--- config.mk ---
export PLATFORM = sky130hd
export DESIGN_NAME = decoder8_strobe_flat
export DESIGN_NICKNAME = d
export VERILOG_FILES = /design/src/rtl/decoder8_strobe_pkg.sv /design/src/rtl/decoder8_strobe_if.sv /design/src/rtl/decoder8_strobe_timer.sv /design/src/rtl/decoder8_strobe.sv /design/src/flat_wrapper.sv
export SDC_FILE = /design/constraint.sdc
export NUM_CORES = 1
export LEC_CHECK = 0
export ABC_AREA = 1
export BUFFER_PORTS_ARGS = -buffer_cell sky130_fd_sc_hd__buf_4
export CAP_MARGIN = 40
export CORE_UTILIZATION = 53
export DETAILED_ROUTE_END_ITERATION = 8
export PLACE_DENSITY = 0.87
export SYNTH_ARGS = -nofsm -noshare
export SYNTH_HDL_FRONTEND = slang
export SYNTH_SLANG_ARGS = --single-unit
--- constraint.sdc ---
create_clock -name clk -period 1.89 [get_ports clk]
set_input_delay 0.378 -clock clk [delete_from_list [all_inputs] [get_ports clk]]
set_output_delay 0.378 -clock clk [all_outputs]
set_load 0.05 [all_outputs]
--- src/rtl/decoder8_strobe_pkg.sv ---
// Shared constants, state encoding and sizing helper for the registered 3-to-8 strobe decoder.
// CODE_NONE must match the value the upstream priority encoder emits for "nothing detected".
package decoder8_strobe_pkg;

    localparam int CODE_W = 4;
    localparam int OUT_W  = 8;

    localparam logic [CODE_W-1:0] CODE_NONE = 4'b1111;

    typedef enum logic [1:0] {
        ST_IDLE  = 2'd0,
        ST_DRIVE = 2'd1,
        ST_GAP   = 2'd2
    } state_e;

    // Bits needed to hold 0..n, never less than one.
    function automatic int cnt_width(input int n);
        return (n < 1) ? 1 : $clog2(n + 1);
    endfunction

endpackage

--- src/rtl/decoder8_strobe_if.sv ---
// Code handshake plus strobe/status outputs of the strobe decoder.
// master = code source, slave = decoder8_strobe.
interface decoder8_strobe_if;
    import decoder8_strobe_pkg::*;

    logic [CODE_W-1:0] in;
    logic              in_valid;
    logic              in_ready;
    logic [OUT_W-1:0]  out;
    logic              busy;
    logic              err;

    modport master (output in, in_valid, input in_ready, out, busy, err);
    modport slave  (input in, in_valid, output in_ready, out, busy, err);

endinterface

--- src/rtl/decoder8_strobe_timer.sv ---
// Loadable down-counter shared by the hold and gap phases; done is high while the count is zero.
// The count saturates at zero so an idle timer never wraps.
module decoder8_strobe_timer #(
    parameter int W = 3
) (
    input  logic         clk,
    input  logic         rst,
    input  logic         load,
    input  logic [W-1:0] load_val,
    output logic         done
);

    logic [W-1:0] cnt;

    // NOTE: state registers use non-blocking assignments so every flop samples pre-edge values.
    always_ff @(posedge clk or posedge rst) begin
        if (rst) begin
            cnt <= '0;
        end else if (load) begin
            cnt <= load_val;
        end else if (cnt != '0) begin
            cnt <= cnt - W'(1);
        end
    end

    assign done = (cnt == '0);

endmodule

--- src/rtl/decoder8_strobe.sv ---
// Registered 3-to-8 decoder: an accepted code 0..7 drives one OUT line for HOLD_CYCLES,
// then OUT is forced low for GAP_CYCLES before the next code can be accepted.
module decoder8_strobe
    import decoder8_strobe_pkg::*;
#(
    parameter int HOLD_CYCLES = 4,
    parameter int GAP_CYCLES  = 1
) (
    input  logic                clk,
    input  logic                rst,
    decoder8_strobe_if.slave    bus
);

    localparam int HOLD_W = cnt_width(HOLD_CYCLES);
    localparam int GAP_W  = cnt_width(GAP_CYCLES);
    localparam int TMR_W  = (HOLD_W > GAP_W) ? HOLD_W : GAP_W;

    localparam int HOLD_LOAD_I = (HOLD_CYCLES > 0) ? HOLD_CYCLES - 1 : 0;
    localparam int GAP_LOAD_I  = (GAP_CYCLES  > 0) ? GAP_CYCLES  - 1 : 0;
    localparam logic [TMR_W-1:0] HOLD_LOAD = TMR_W'(HOLD_LOAD_I);
    localparam logic [TMR_W-1:0] GAP_LOAD  = TMR_W'(GAP_LOAD_I);

    generate
        if (HOLD_CYCLES < 1 || HOLD_CYCLES > 255) begin : g_bad_hold
            $error("decoder8_strobe: HOLD_CYCLES must be 1..255");
        end
        if (GAP_CYCLES < 0 || GAP_CYCLES > 15) begin : g_bad_gap
            $error("decoder8_strobe: GAP_CYCLES must be 0..15");
        end
    endgenerate

    state_e            state, state_nxt;
    logic [OUT_W-1:0]  out_q, out_nxt;
    logic              busy_q, busy_nxt;
    logic              err_q, err_nxt;
    logic              tmr_load;
    logic [TMR_W-1:0]  tmr_val;
    logic              tmr_done;
    logic              xfer;

    assign bus.in_ready = (state == ST_IDLE);
    assign xfer         = bus.in_valid && bus.in_ready;

    decoder8_strobe_timer #(.W(TMR_W)) u_timer (
        .clk      (clk),
        .rst      (rst),
        .load     (tmr_load),
        .load_val (tmr_val),
        .done     (tmr_done)
    );

    // NOTE: every signal written here gets a default first, so no path can infer a latch.
    always_comb begin
        state_nxt = state;
        out_nxt   = out_q;
        busy_nxt  = busy_q;
        err_nxt   = 1'b0;
        tmr_load  = 1'b0;
        tmr_val   = HOLD_LOAD;

        case (state)
            ST_IDLE: begin
                out_nxt  = '0;
                busy_nxt = 1'b0;
                if (xfer) begin
                    if (!bus.in[CODE_W-1]) begin
                        state_nxt = ST_DRIVE;
                        out_nxt   = OUT_W'(1) << bus.in[2:0];
                        busy_nxt  = 1'b1;
                        tmr_load  = 1'b1;
                        tmr_val   = HOLD_LOAD;
                    end else if (bus.in != CODE_NONE) begin
                        err_nxt = 1'b1;
                    end
                end
            end

            ST_DRIVE: begin
                if (tmr_done) begin
                    out_nxt = '0;
                    if (GAP_CYCLES > 0) begin
                        state_nxt = ST_GAP;
                        tmr_load  = 1'b1;
                        tmr_val   = GAP_LOAD;
                    end else begin
                        state_nxt = ST_IDLE;
                        busy_nxt  = 1'b0;
                    end
                end
            end

            ST_GAP: begin
                out_nxt = '0;
                if (tmr_done) begin
                    state_nxt = ST_IDLE;
                    busy_nxt  = 1'b0;
                end
            end

            default: begin
                state_nxt = ST_IDLE;
                out_nxt   = '0;
                busy_nxt  = 1'b0;
            end
        endcase
    end

    always_ff @(posedge clk or posedge rst) begin
        if (rst) begin
            state  <= ST_IDLE;
            out_q  <= '0;
            busy_q <= 1'b0;
            err_q  <= 1'b0;
        end else begin
            state  <= state_nxt;
            out_q  <= out_nxt;
            busy_q <= busy_nxt;
            err_q  <= err_nxt;
        end
    end

    assign bus.out  = out_q;
    assign bus.busy = busy_q;
    assign bus.err  = err_q;

endmodule

--- src/flat_wrapper.sv ---
// flat-port wrapper written by rule: the top's interface ports become plain ports
module decoder8_strobe_flat import decoder8_strobe_pkg::*;
#(
    parameter int HOLD_CYCLES = 4,
    parameter int GAP_CYCLES  = 1
)
  (clk, rst, bus_in, bus_in_valid, bus_in_ready, bus_out, bus_busy, bus_err);
  decoder8_strobe_if bus_i ();
  input  logic clk;
  input  logic rst;
  input wire logic [$bits(bus_i.in)-1:0] bus_in;
  input wire logic [$bits(bus_i.in_valid)-1:0] bus_in_valid;
  output wire logic [$bits(bus_i.in_ready)-1:0] bus_in_ready;
  output wire logic [$bits(bus_i.out)-1:0] bus_out;
  output wire logic [$bits(bus_i.busy)-1:0] bus_busy;
  output wire logic [$bits(bus_i.err)-1:0] bus_err;
  assign bus_i.in = bus_in;
  assign bus_i.in_valid = bus_in_valid;
  assign bus_in_ready = bus_i.in_ready;
  assign bus_out = bus_i.out;
  assign bus_busy = bus_i.busy;
  assign bus_err = bus_i.err;
  decoder8_strobe #(.HOLD_CYCLES(HOLD_CYCLES), .GAP_CYCLES(GAP_CYCLES)) u_core (.clk(clk), .rst(rst), .bus(bus_i));
endmodule
==> results of run 1 <==
state kept, by name, indices dropped and copies added, names as in the netlist:
name,cells
u_core.bus.busy,1
u_core.bus.err,1
u_core.bus.out,8
u_core.state,2
u_core.u_timer.cnt,3
kinds of logic (layout without fill, tap and decap cells):
group	count (synthesis)	after routing	share of synthesized area (%)
compound gates	8	8	6.56
fa+ha+maj	2	2	3.45
buf+inv	12	33	6.22
flops	15	15	51.8
simple gates	48	48	32.0
how the worst max path moves through the flow:
stage,to,slack (ns),cells past startpoint
global route,u_core.bus.busy$_DFFE_PP0P_,0.25,8
floorplan,u_core.bus.busy$_DFFE_PP0P_,0.60,8
detailed placement,u_core.bus.busy$_DFFE_PP0P_,0.40,8
global placement,u_core.bus.busy$_DFFE_PP0P_,0.56,8
CTS,bus_in_ready,0.34,2
finish,bus_in_ready,0.35,2
synth_stat cells:
cell type / instances / area (sq um)
sky130_fd_sc_hd__nand3b_1: 1 / 7.51
sky130_fd_sc_hd__inv_1: 12 / 45.0
sky130_fd_sc_hd__nor2_1: 7 / 26.3
sky130_fd_sc_hd__dfrtp_1: 15 / 375
sky130_fd_sc_hd__or2_1: 1 / 6.26
sky130_fd_sc_hd__nand3_1: 11 / 55.1
sky130_fd_sc_hd__ha_1: 2 / 25.0
sky130_fd_sc_hd__nand2_1: 23 / 86.3
sky130_fd_sc_hd__o21ai_2: 2 / 17.5
sky130_fd_sc_hd__nor2_2: 1 / 6.26
sky130_fd_sc_hd__o21ai_0: 2 / 10.0
sky130_fd_sc_hd__nand2_4: 1 / 11.3
sky130_fd_sc_hd__nor2_4: 2 / 22.5
sky130_fd_sc_hd__o21ai_1: 3 / 15.0
sky130_fd_sc_hd__nand3_2: 1 / 10.0
sky130_fd_sc_hd__a21oi_1: 1 / 5.00
per-layer routing:
layer / vias to the layer above / global-route usage (%) / part of all wire, %
met4: 0 / 10.3 / 1.2
li1: 311 / - / -
met1: 294 / 29.1 / 45
met2: 20 / 44.2 / 49
met3: 5 / 5.20 / 4.2
met5: - / 0 / 0
area by class of cell:
class / instances / area [sq um] / share of cell area, %
Clock buffer: 3 / 22.5 / 2.51
Clock inverter: 1 / 5.00 / 0.558
Inverter: 12 / 45.0 / 5.02
Multi-Input combinational cell: 58 / 304 / 33.9
Sequential cell: 15 / 375 / 41.8
Tap cell: 14 / 17.5 / 1.95
Timing Repair Buffer: 17 / 128 / 14.2
layout by cell type, fill, tap and decap left out:
cell type / instances
sky130_fd_sc_hd__o21ai_1: 3
sky130_fd_sc_hd__clkinv_2: 1
sky130_fd_sc_hd__nor2_4: 2
sky130_fd_sc_hd__nand2_1: 23
sky130_fd_sc_hd__a21oi_1: 1
sky130_fd_sc_hd__nand3_2: 1
sky130_fd_sc_hd__nand2_4: 1
sky130_fd_sc_hd__nor2_1: 7
sky130_fd_sc_hd__nand3b_1: 1
sky130_fd_sc_hd__buf_4: 17
sky130_fd_sc_hd__nand3_1: 11
sky130_fd_sc_hd__ha_1: 2
sky130_fd_sc_hd__dfrtp_1: 15
sky130_fd_sc_hd__clkbuf_4: 3
sky130_fd_sc_hd__nor2_2: 1
sky130_fd_sc_hd__inv_1: 12
sky130_fd_sc_hd__o21ai_2: 2
sky130_fd_sc_hd__o21ai_0: 2
sky130_fd_sc_hd__or2_1: 1
per-stage QoR:
stage / utilization [%] / instance area, sq um / std cells / power [mW]
global placement: 73.3 / 870 / 116 / 1.07
floorplan: - / 724 / 85 / 0.927
CTS: 75.6 / 897 / 120 / 1.29
finish: 75.6 / 897 / 120 / 1.29
global route: 75.6 / 897 / 120 / 1.37
detailed placement: 73.3 / 870 / 116 / 1.11
worst max-delay path: cells and delay by family, from the launching register on:
| family | cells | cell delay (ns) |
|---|---|---|
| AND/OR/NAND/NOR | 1 | 0.20 |
| buffers and inverters | 1 | 0.22 |
| flip-flops | 1 | 0.45 |
power groups by stage:
stage	combinational [mW]	sequential, mW	clock (mW)
6_report	0.640	0.463	0.186
4_1_cts	0.638	0.465	0.187
5_1_grt	0.696	0.473	0.198
2_1_floorplan	0.386	0.542	0
3_5_place_dp	0.636	0.471	0
3_3_place_gp	0.605	0.463	0
==> implementation parameters, run 1 <==
Parameter                              Value

Placed design
  Dpl hpwl    roughly 1200 um
  Pre-CTS worst setup slack    between 0.4 and 0.5 ns
  RD Place Congestion    between 0.8 and 0.9
  Count of input and output buffers    17

Drt
  Average wire length per cell after detail routing    about 12 um
  Total number of vias    630
  Number of remaining DRC errors    0
  Total length of routed wires    between 1000 and 1500 um
  Vias per Instance    5.25
  Count of routing violations after the opening detailed-route iteration    11
  Detailed-routing iteration count for the pre-antenna-repair pass    4
  Antenna Nets Post-Route    0

STA
  Slew margin rel.    62.2%
  Post-route setup slack    ~0.35 ns
  Endpoints failing setup    0
  Worst Clk Skew    about 0.0057 ns
  Slew at the pin closest to its max-slew limit    ~0.57 ns
  RSZ-0062 raised after global routing    no
  Final hold slack    approximately 0.14 ns
  Total negative slack for setup checks    0 ns
  Highest Clock Rate    around 650 MHz
  Final hold viol count    0
  Share of the cycle needed by the critical path after routing    81.5%
  Final Max Tran Viols    0
  Min cycle time layout    1.54 ns

Outcome
  Outcome    complete, no violations

Yosys
  Unique cell type count in the Yosys netlist    16
  Area of the mapped netlist    around 720 sq um
  Synthesis warning total    0
  Number of cells produced by synthesis    85
  Nets in the synthesized netlist    94
  Fraction of the yosys area taken by sequential cells    around half
  Synthesis-stage register bit count    15
  Avg Inst Size Synth    roughly 8.5 sq um

Cells and area
  Filler cell count in the final layout    between 80 and 90
  Fraction of layout cells with a size suffix above 1    a little over a quarter
  Nets@finish    approximately 120
  Number of diodes    0
  Layout-stage area growth over the synthesis result    23.8%

Critical path
  Reg2Reg Setup Slack    0.37 ns
  Cell-by-cell listing of the critical path    nor2_4 > buf_4
  Worst EP required    about 1.5 ns
  Source of the worst register-to-register timing path    u_core.u_timer.cnt[0]$_DFFE_PP0P_
  CP Launch Point    u_core.state[0]$_DFFE_PP0P_
  CP max stage cell    sky130_fd_sc_hd__dfrtp_1
  CP max stage delay    roughly 0.45 ns
  Kind of critical path    reg -> out
  Crit path capture type    primary output
  Data arrival at the endpoint of the critical path    between 1 and 1.5 ns
  R2r worst-path depth    8
  Largest fanout on the critical path    5
  Terminus of the critical flop-to-flop path    u_core.bus.busy$_DFFE_PP0P_
  Startpoint types    flop

Power
  Net switching power of the design    slightly above 0.6 mW
  Switching power as a share of total power    a little under half
  Total power per unit cell area    roughly 1400 mW/mm^2
  Internal power    ~0.7 mW
  Sequential share of power    35.9%
  Combinational fraction of design power    49.6%
  Max IR drop VDD    around 0.00086 V
  Part of the total power dissipated in the clock network    14.4%
  Leakage Power    just under 0.5 nW

Global routing
  Pin count of the biggest net entering global routing    16
  Antenna violations before repair    0
  Number of global-route vias before repair    roughly 600
  All-Layer GR Usage    between 20% and 30%
  Global-route wire length before repair    about 2500 um
  Total gr overflow    0

Floorplanning
  Die area    between 0.0015 and 0.002 sq mm
  Initial cell density of the core    around three fifths
  Height of the die    between 30 and 40 um
  I/O pin count    18
  Core footprint    approximately 0.0012 sq mm
  Site Rows    12
  Die span in x    just under 40 um

Flow run
  Max-cap violation count    0

Clock network
  H-tree levels    1
  Clock root cell    sky130_fd_sc_hd__clkbuf_4
  TritonCTS Buffers    3
  Post-CTS Setup Bufs    0
  Clock latency on the worst-skew pair    about 0.29 ns
  Max Buffers Root-to-Sink    2
  Number of buffers added to fix hold violations after cts    0
  # resized after CTS    0
  Num Clock Sinks    15
  Clock slew at reported path FFs    0.10 ns
  Clock tree from TritonCTS    done

Min path
  Class of the worst hold path    in -> async
(Power assumes the default switching activity.)
==> run 2: changes to the inputs <==
--- a/config.mk
+++ b/config.mk
@@ -8,9 +8,9 @@
 export ABC_AREA = 1
 export BUFFER_PORTS_ARGS = -buffer_cell sky130_fd_sc_hd__buf_4
 export CAP_MARGIN = 40
-export CORE_UTILIZATION = 53
+export CORE_UTILIZATION = 50
 export DETAILED_ROUTE_END_ITERATION = 8
-export PLACE_DENSITY = 0.87
+export PLACE_DENSITY = 0.84
 export SYNTH_ARGS = -nofsm -noshare
 export SYNTH_HDL_FRONTEND = slang
 export SYNTH_SLANG_ARGS = --single-unit
==> constraint.sdc (replaced) <==
create_clock -name clk -period 1.59 [get_ports clk]
set_input_delay 0.318 -clock clk [delete_from_list [all_inputs] [get_ports clk]]
set_output_delay 0.318 -clock clk [all_outputs]
set_load 0.05 [all_outputs]
==> run 2 against run 1 <==
Sequential share of layout area stayed put; power is 16% higher; cell area stayed put; sequential power is 19% higher; critical path type unchanged.
==> implementation parameters, run 2 (synthesis results as in run 1) <==
Parameter                              Value

Floorplanning
  Site Rows    13 (+1)
  Height of the die    40.1 um (+2.8%)
  Die span in x    40.1 um (+2.8%)
  I/O pin count    18 (unchanged)
  Initial cell density of the core    55.0% (-6.1 points)
  Die area    0.00161 sq mm (+5.7%)
  Core footprint    0.00132 sq mm (+11%)

STA
  Total negative slack for setup checks    0 ns (unchanged)
  Slew at the pin closest to its max-slew limit    0.548 ns (-0.0181 ns)
  Final Max Tran Viols    0 (unchanged)
  Endpoints failing setup    0 (unchanged)
  Highest Clock Rate    ~700 MHz
  Share of the cycle needed by the critical path after routing    between 90 and 100%
  Post-route setup slack    0.124 ns (-0.225 ns)
  Worst Clk Skew    0.00337 ns (-0.00231 ns)
  RSZ-0062 raised after global routing    no
  Slew margin rel.    63.4% (+1.2 points)
  Final hold viol count    0 (unchanged)
  Min cycle time layout    1.47 ns

Clock network
  H-tree levels    1 (unchanged)
  Num Clock Sinks    15 (unchanged)
  Clock latency on the worst-skew pair    0.28 ns (about the same)
  Clock tree from TritonCTS    done
  # resized after CTS    0 (unchanged)
  Clock root cell    sky130_fd_sc_hd__clkbuf_4
  Post-CTS Setup Bufs    0 (unchanged)
  Max Buffers Root-to-Sink    2 (unchanged)
  Clock slew at reported path FFs    0.09 ns (about the same)
  TritonCTS Buffers    3 (unchanged)
  Number of buffers added to fix hold violations after cts    0 (unchanged)

Global routing
  Pin count of the biggest net entering global routing    16 (unchanged)
  All-Layer GR Usage    20.1% (-4.9 points)
  Number of global-route vias before repair    511 (-15%)
  Global-route wire length before repair    2090 um (-17%)
  Antenna violations before repair    0 (unchanged)
  Total gr overflow    0 (unchanged)

Cells and area
  Nets@finish    116 (unchanged)
  Number of flip-flops in the largest register    8 (unchanged)
  Commonest cells after routing, fill and taps aside    sky130_fd_sc_hd__nand2_1 (23), sky130_fd_sc_hd__buf_4 (17), sky130_fd_sc_hd__dfrtp_1 (15)
  Most frequent standard cell in the layout excluding fill and tap cells    sky130_fd_sc_hd__nand2_1
  Layout-stage area growth over the synthesis result    23.8% (unchanged)
  Fraction of layout cells with a size suffix above 1    25.5% (-0.94 points)
  Number of diodes    0 (unchanged)

Placed design
  Pre-CTS worst setup slack    0.194 ns (-0.209 ns)
  RD Place Congestion    0.858 (-0.80%)
  Dpl hpwl    1000 um (-13%)
  Count of input and output buffers    17 (unchanged)

Drt
  WL met1    618 um (-7.3%)
  Number of remaining DRC errors    0 (unchanged)
  Total length of routed wires    1300 um (-12%)
  Vias per Instance    5.06 (-3.7%)
  Detailed-routing iteration count for the pre-antenna-repair pass    4 (unchanged)
  Detailed route wirelength on metal2    603 um (-18%)
  Average wire length per cell after detail routing    10.8 um (-13%)
  Met3 WL    60 um (-4.8%)
  Antenna Nets Post-Route    0 (unchanged)
  Total number of vias    612 (-2.9%)
  Count of routing violations after the opening detailed-route iteration    17 (+6)
  Highest metal layer with signal wires    met4

Power
  Max IR drop VDD    0.000818 V (-4.7%)
  Part of the total power dissipated in the clock network    14.6% (+0.2 points)
  Tot Pwr    1.49 mW (+16%)
  Net switching power of the design    0.682 mW (+12%)
  Sequential share of power    36.8% (+0.9 points)
  Leakage Power    0.490 nW (-0.55%)
  Switching power as a share of total power    45.7% (-1.5 points)
  Combinational fraction of design power    48.7% (-0.9 points)
  Internal power    0.811 mW (+19%)
  Total power per unit cell area    1660 mW/mm^2 (+16%)

Critical path
  CP Launch Point    u_core.state[0]$_DFFE_PP0P_
  Data arrival at the endpoint of the critical path    1.15 ns (about the same)
  Startpoint types    flop
  Source of the worst register-to-register timing path    u_core.u_timer.cnt[0]$_DFFE_PP0P_
  Kind of critical path    reg -> out
  Largest fanout on the critical path    5 (unchanged)
  Crit path capture type    primary output
  Worst EP required    1.27 ns (-0.24 ns)

Outcome
  Outcome    complete, no violations

Flow run
  Max-cap violation count    0 (unchanged)

Min path
  Class of the worst hold path    in -> async
run 2: changes by cell type in the layout (fill, tap and decap cells not counted), sizes merged:
| cell | previous run | this run |
|---|---|---|
| clkbuf | 3 | 4 |
| clkinv | 1 | 0 |
run 2: area by class of cell:
class	count	area (sq um)
fill	108	420
sequential	15	375
multi-input combinational	58	304
timing repair buffer	17	128
inverter	12	45.0
clock buffer	4	26.3
tap	15	18.8
run 2: routing by layer:
layer	vias to the layer above	global-route usage (%)
met5	-	0
met2	15	31.9
met3	4	3.33
met1	284	26.2
li1	309	-
met4	0	10.3
run 2: final timing paths:
check	end	slack (ns)	cells past startpoint
max reg2reg	u_core.bus.busy$_DFFE_PP0P_	0.17	8
min in group clk	u_core.bus.out[5]$_DFFE_PP0P_	0.29	4
max in group asynchronous	u_core.bus.out[7]$_DFFE_PP0P_	1.15	2
min	u_core.bus.out[0]$_DFFE_PP0P_	0.08	2
max	bus_in_ready	0.12	2
min reg2reg	u_core.bus.busy$_DFFE_PP0P_	0.49	2
run 2: power groups by stage:
stage / clock [mW] / combinational [mW] / sequential [mW]
after CTS: 0.222 / 0.736 / 0.550
after global routing: 0.243 / 0.806 / 0.556
after global placement: 0 / 0.717 / 0.551
after detailed placement: 0 / 0.729 / 0.557
after floorplan: 0 / 0.459 / 0.644
final: 0.217 / 0.727 / 0.549
run 2: per-stage QoR:
stage                     instances  instance area, sq um  util [%]  hold slack, ns
after floorplan                  85                   724         -           0.219
after global placement          117                   871      66.1           0.410
after detailed placement        117                   871      66.1           0.414
after CTS                       121                   897      68.1           0.107
after global routing            121                   897      68.1           0.130
final                           121                   897      68.1          0.0773
run 2: critical path, stage by stage, from the launching register on:
cell                      delay [ns]
sky130_fd_sc_hd__dfrtp_1        0.45
sky130_fd_sc_hd__nor2_4         0.20
sky130_fd_sc_hd__buf_4          0.23
